`src/rtl/apb_master_ctrl_pkg.sv`:
```
// apb_pkg: shared types and default parameters for the APB master sequencer.
//   state_t        - sequencer states (IDLE, SETUP, ACCESS, DONE)
//   ID1_DEF        - default sel value that targets APB bus 1
//   ID2_DEF        - default sel value that targets APB bus 2
//   IDLE_SEL_DEF   - sel value driven on a bus that is not being accessed
//   TIMEOUT_DEF    - default ACCESS-cycle budget before a timeout error
package apb_pkg;

  typedef enum logic [1:0] {
    S_IDLE   = 2'd0,
    S_SETUP  = 2'd1,
    S_ACCESS = 2'd2,
    S_DONE   = 2'd3
  } state_t;

  localparam logic [1:0] ID1_DEF      = 2'b01;
  localparam logic [1:0] ID2_DEF      = 2'b10;
  localparam logic [1:0] IDLE_SEL_DEF = 2'b00;
  localparam int         TIMEOUT_DEF  = 64;

endpackage

```
`src/rtl/apb_timeout_ctr.sv`:
```
// apb_timeout_ctr: clear/enable saturating counter with terminal count.
// Width is clog2(TIMEOUT); the count stops at TIMEOUT-1, where tc is high.
// Ports:
//   clk    in  system clock
//   reset  in  synchronous active-low reset
//   clr    in  synchronous clear (wins over en)
//   en     in  count enable
//   tc     out count == TIMEOUT-1
module apb_timeout_ctr
  import apb_pkg::*;
#(
  parameter int TIMEOUT = TIMEOUT_DEF
) (
  input  logic clk,
  input  logic reset,
  input  logic clr,
  input  logic en,
  output logic tc
);

  localparam int W = (TIMEOUT > 2) ? $clog2(TIMEOUT) : 1;
  localparam logic [W-1:0] LAST = W'(TIMEOUT - 1);

  logic [W-1:0] count;

  always_ff @(posedge clk) begin
    if (!reset)         count <= '0;
    else if (clr)       count <= '0;
    else if (en && !tc) count <= count + 1'b1;
  end

  assign tc = (count == LAST);

endmodule

```
`src/rtl/apb_master_ctrl.sv`:
```
// apb_master_ctrl: APB master sequencer. Takes one processor transaction at a
// time, routes it by target ID to APB bus 1 or bus 2, runs SETUP/ACCESS with a
// bounded wait for ready, then returns read data plus a one-cycle completion
// (and optional error) pulse.
// Ports:
//   clk, reset                 clock, synchronous active-low reset
//   p_start/p_write/p_sel/...  processor request (sampled in IDLE only)
//   p_rdata/p_stable/p_error   processor response (pulse in DONE)
//   busy                       high from accept until DONE is left
//   m_write/m_addr/m_wdata/m_wait_cycles  broadcast to both buses
//   apbN_sel/apbN_enable       per-bus select and enable
//   apbN_ready/apbN_rdata      per-bus slave response
// All outputs are registered.
module apb_master_ctrl
  import apb_pkg::*;
#(
  parameter logic [1:0] ID1      = ID1_DEF,
  parameter logic [1:0] ID2      = ID2_DEF,
  parameter logic [1:0] IDLE_SEL = IDLE_SEL_DEF,
  parameter int         TIMEOUT  = TIMEOUT_DEF
) (
  input  logic       clk,
  input  logic       reset,
  input  logic       p_start,
  input  logic       p_write,
  input  logic [1:0] p_sel,
  input  logic [7:0] p_addr,
  input  logic [7:0] p_wdata,
  input  logic [7:0] p_wait_cycles,
  output logic [7:0] p_rdata,
  output logic       p_stable,
  output logic       p_error,
  output logic       busy,
  output logic       m_write,
  output logic [7:0] m_addr,
  output logic [7:0] m_wdata,
  output logic [7:0] m_wait_cycles,
  output logic [1:0] apb1_sel,
  output logic       apb1_enable,
  input  logic       apb1_ready,
  input  logic [7:0] apb1_rdata,
  output logic [1:0] apb2_sel,
  output logic       apb2_enable,
  input  logic       apb2_ready,
  input  logic [7:0] apb2_rdata
);

  state_t state;
  logic   tgt2;       // 1 = current transfer targets bus 2
  logic   sel_ready;
  logic [7:0] sel_rdata;
  logic   tc;

  // Only the targeted bus's response is looked at; the other is ignored.
  assign sel_ready = tgt2 ? apb2_ready : apb1_ready;
  assign sel_rdata = tgt2 ? apb2_rdata : apb1_rdata;

  // Counter is held clear outside ACCESS, so it starts at 0 on the first
  // ACCESS cycle and tc marks the TIMEOUT-th ACCESS cycle without ready.
  apb_timeout_ctr #(.TIMEOUT(TIMEOUT)) u_ctr (
    .clk   (clk),
    .reset (reset),
    .clr   (state != S_ACCESS),
    .en    (state == S_ACCESS && !sel_ready),
    .tc    (tc)
  );

  always_ff @(posedge clk) begin
    if (!reset) begin
      state         <= S_IDLE;
      tgt2          <= 1'b0;
      p_rdata       <= '0;
      p_stable      <= 1'b0;
      p_error       <= 1'b0;
      busy          <= 1'b0;
      m_write       <= 1'b0;
      m_addr        <= '0;
      m_wdata       <= '0;
      m_wait_cycles <= '0;
      apb1_sel      <= IDLE_SEL;
      apb1_enable   <= 1'b0;
      apb2_sel      <= IDLE_SEL;
      apb2_enable   <= 1'b0;
    end else begin
      // Completion flags live for exactly the DONE cycle.
      p_stable <= 1'b0;
      p_error  <= 1'b0;
      case (state)
        S_IDLE: begin
          if (p_start) begin
            m_write       <= p_write;
            m_addr        <= p_addr;
            m_wdata       <= p_wdata;
            m_wait_cycles <= p_wait_cycles;
            if (p_sel == ID1) begin
              apb1_sel <= p_sel;
              tgt2     <= 1'b0;
              busy     <= 1'b1;
              state    <= S_SETUP;
            end else if (p_sel == ID2) begin
              apb2_sel <= p_sel;
              tgt2     <= 1'b1;
              busy     <= 1'b1;
              state    <= S_SETUP;
            end else begin
              // Unknown target: report an error without touching either bus.
              p_stable <= 1'b1;
              p_error  <= 1'b1;
              state    <= S_DONE;
            end
          end
        end
        S_SETUP: begin
          if (tgt2) apb2_enable <= 1'b1;
          else      apb1_enable <= 1'b1;
          state <= S_ACCESS;
        end
        S_ACCESS: begin
          // Ready on the terminal-count cycle is still a success.
          if (sel_ready || tc) begin
            if (sel_ready && !m_write) p_rdata <= sel_rdata;
            apb1_sel    <= IDLE_SEL;
            apb2_sel    <= IDLE_SEL;
            apb1_enable <= 1'b0;
            apb2_enable <= 1'b0;
            p_stable    <= 1'b1;
            p_error     <= !sel_ready;
            state       <= S_DONE;
          end
        end
        S_DONE: begin
          busy  <= 1'b0;
          state <= S_IDLE;
        end
        default: state <= S_IDLE;
      endcase
    end
  end

endmodule

```
`config.mk`:
```
export PLATFORM = sky130hd
export DESIGN_NAME = apb_master_ctrl
export DESIGN_NICKNAME = d
export VERILOG_FILES = /design/src/rtl/apb_master_ctrl_pkg.sv /design/src/rtl/apb_timeout_ctr.sv /design/src/rtl/apb_master_ctrl.sv
export SDC_FILE = /design/constraint.sdc
export NUM_CORES = 1
export LEC_CHECK = 0
export BUFFER_PORTS_ARGS = -buffer_cell sky130_fd_sc_hd__buf_2
export CAP_MARGIN = 20
export CELL_PAD_IN_SITES_DETAIL_PLACEMENT = 0
export CELL_PAD_IN_SITES_GLOBAL_PLACEMENT = 1
export CORE_UTILIZATION = 30
export CTS_CLUSTER_SIZE = 28
export DETAILED_ROUTE_END_ITERATION = 16
export PLACE_DENSITY = 0.79
export SLEW_MARGIN = 20
export SYNTH_ARGS = -nofsm -noshare
export SYNTH_HDL_FRONTEND = slang
export SYNTH_SLANG_ARGS = --single-unit
```
`constraint.sdc`:
```
create_clock -name clk -period 1.69 [get_ports clk]
set_clock_uncertainty 0.05 [all_clocks]
set_input_delay 0.0845 -clock clk [delete_from_list [all_inputs] [get_ports clk]]
set_output_delay 0.0845 -clock clk [all_outputs]
set_load 0.01 [all_outputs]
```
==> flow_summary.toml <==
[drt]
drtPass1Iterations = 4
num_vias = 2140
drc = 0
drt_first_iter_violations = 61
wire_per_inst_um = 12.3
postRouteAntennaNets = 0
vias_per_cell = 4.61
wl_um = 5720

[worst_setup_path]
crit_required_ns = 1.84
cp.arrival_ns = 1.74
startpoint_type = "flip-flop"
cp_max_fo = 9
worstSetupPathType = "flip-flop to flip-flop"
r2r_slack_ns = 0.11
cp-end-kind = "flip-flop"
r2r_start = "state[1]"
worstRegToRegCells = 6
r2r-end = "apb2_sel[1]"

[clock_tree]
clkSlewWorstSetupHoldPaths_ns = 0.10
h-tree-depth = 2
cts_tree = "yes"
clockBufferDepth = 2
clkSinkCount = 51
root_buffer = "clkbuf_8"
numCtsBuffers = 5
clock_latency_ns = 0.30

[global_route]
grt_antenna_before_repair = 0
grt_max_degree = 26
grt.total_usage = 0.156
grt_first_pass_wirelength_um = 9070
grt_pass1_vias = 2014
overflow = 0

[status]
outcome = "finished clean"

[sta]
setup_viol = 0
tns_ns = 0
whs_ns = 0.0420
fmax_mhz = 631
relSlewSlack = 0.740
hold_viol = 0
post-route-period-util = 0.938
period_minus_slack_ns = 1.58
rsz0062_at_grt = "no"
drv_slew = 0
tightestPinTransition_ns = 0.383

[yosys]
avgSynthCellArea_sq_um = 8.67
synthCells = 248
synth_seq_cells = 51
synth_area_sq_um = 2150
synth_nets = 303
yosysSeqAreaShare = 0.475
ys_types = 38
yosysWarnings = 0

[final_layout]
final_cell_mix = "buf_2, nand2_1, dfxtp_1, a21oi_1, dlygate4sd3_1"
layout-drive-gt1-share = 0.315
multi_input_area_sq_um = 1040
nets = 422
fill_cells = 701
register_area_sq_um = 1020
layout_commonest_cell = "buf_2"
n_antenna_cell = 0
syn_to_final_growth_pct = 44.1

[worst_hold_path]
hold_class = "input pin to flip-flop"
min_to = "apb2_sel[0]"
min_from = "p_sel[0]"
holdPathStages = 2

[placed_design]
dp_hpwl_um = 3900
port_buffers = 89
gp_congestion = 0.827

[floorplanning]
die_w_um = 86.6
core.rowCount = 30
die_h_um = 86.6
dieArea_sq_um = 7510
ioPinCount = 90
initial_utilization = 0.313
core_region_area_sq_um = 6870

[power_and_ir_drop]
p_per_area_nw_per_um2 = 1180
peakVddDrop_mv = 0.473
power_leakage_nw = 1.36

[job]
cap_violations = 0
-- where the power goes --
part | switching [mW] | internal (mW)
registers | 0.109 | 1.41
clock network | 0.406 | 0.337
logic | 0.788 | 0.609
total | 1.30 | 2.36
-- synthesized netlist by cell type, drive strengths merged --
library cell | n | area, sq um
nand2 | 58 | 218
dfxtp | 51 | 1020
a21oi | 30 | 150
nor2 | 19 | 71.3
a211oi | 11 | 92.6
mux2i | 11 | 123
buf | 8 | 50.1
inv | 8 | 30.0
ha | 7 | 87.6
clkbuf | 6 | 22.5
nor3 | 5 | 36.3
o21ai | 5 | 28.8
nand3 | 4 | 20.0
a311oi | 3 | 26.3
a21boi | 2 | 15.0
a31oi | 2 | 12.5
a32o | 2 | 20.0
o21a | 2 | 15.0
a32oi | 1 | 8.76
a41oi | 1 | 8.76
and2 | 1 | 6.26
and3 | 1 | 6.26
nand2b | 1 | 6.26
nand4 | 1 | 6.26
nor3b | 1 | 7.51
nor4b | 1 | 8.76
o211ai | 1 | 7.51
o311ai | 1 | 8.76
o31ai | 1 | 7.51
o32a | 1 | 10.0
o32ai | 1 | 8.76
xnor2 | 1 | 8.76
-- per-stage QoR --
stage | power, mW | std cells | cell area (sq um) | util | worst slack, ns
final | 3.66 | 464 | 3100 | 0.451 | 0.106
after CTS | 3.68 | 464 | 3080 | 0.448 | 0.0546
after floorplan | 2.38 | 248 | 2150 | - | 0.0348
after detailed placement | 2.88 | 431 | 2730 | 0.398 | 0.0693
after global placement | 2.86 | 431 | 2730 | 0.398 | 0.134
after global routing | 3.94 | 464 | 3100 | 0.451 | 0.00261
-- final cells by class --
cell class                 count  area share
timing repair buffer         126       0.255
clock buffer                   7      0.0279
sequential                    51       0.330
inverter                       8     0.00970
multi-input combinational    175       0.336
tap                           96      0.0388
clock inverter                 1     0.00283
-- routing by layer --
metal  share of wire  up-vias  global-route usage  wire, um
met5               0        -                   0         0
met4           0.016        0              0.0682        92
met3           0.052        7              0.0248       298
met2            0.47       62               0.266      2700
met1            0.46      976               0.196      2630
li1                -     1095                   -         -
-- worst max-delay path by stage --
stage / end / cells past startpoint / startpoint
after global placement: apb2_sel[1] / 6 / state[1]
after floorplan: state[1] / 7 / state[0]
final: apb2_sel[1] / 6 / state[1]
after detailed placement: apb2_sel[1] / 6 / state[1]
after global routing: apb2_sel[1] / 6 / state[1]
after CTS: apb2_sel[1] / 6 / state[1]
-- logic make-up (layout without fill, tap and decap cells) --
group           after synthesis  after routing  synth area share
buf+inv                      22            142            0.0477
flops                        51             51             0.475
xor+xnor                      1              1           0.00408
compound gates               64             64             0.196
mux                          11             11            0.0570
fa+ha+maj                     7              7            0.0407
simple gates                 92             92             0.180
-- registers in the layout, summed over array words and instances (netlist names) --
| register | flops |
|---|---|
| state | 2 |
| m_wait_cycles | 8 |
| apb1_sel | 2 |
| apb2_sel | 2 |
| m_write | 1 |
| apb1_enable | 1 |
| u_ctr.count | 6 |
| p_error | 1 |
| m_addr | 8 |
| p_rdata | 8 |
| p_stable | 1 |
| busy | 1 |
| apb2_enable | 1 |
| m_wdata | 8 |
| tgt2 | 1 |
-- critical path, cell delays in order (launching register included) --
cell and delay, ns:
dfxtp_1 0.35, inv_1 0.11, ha_2 0.26, nand2_1 0.09, o32ai_2 0.27, a21oi_1 0.13
a32o_1 0.22
-- what timing repair did --
action / CTS / global route
hold buffers: 25 / 0
buffers inserted: 0 / 0
gates resized for setup: 0 / 4
endpoints found under the hold margin: 25 / 0
endpoints found under the setup margin: 0 / 14
Power figures use the tool's default switching activity.
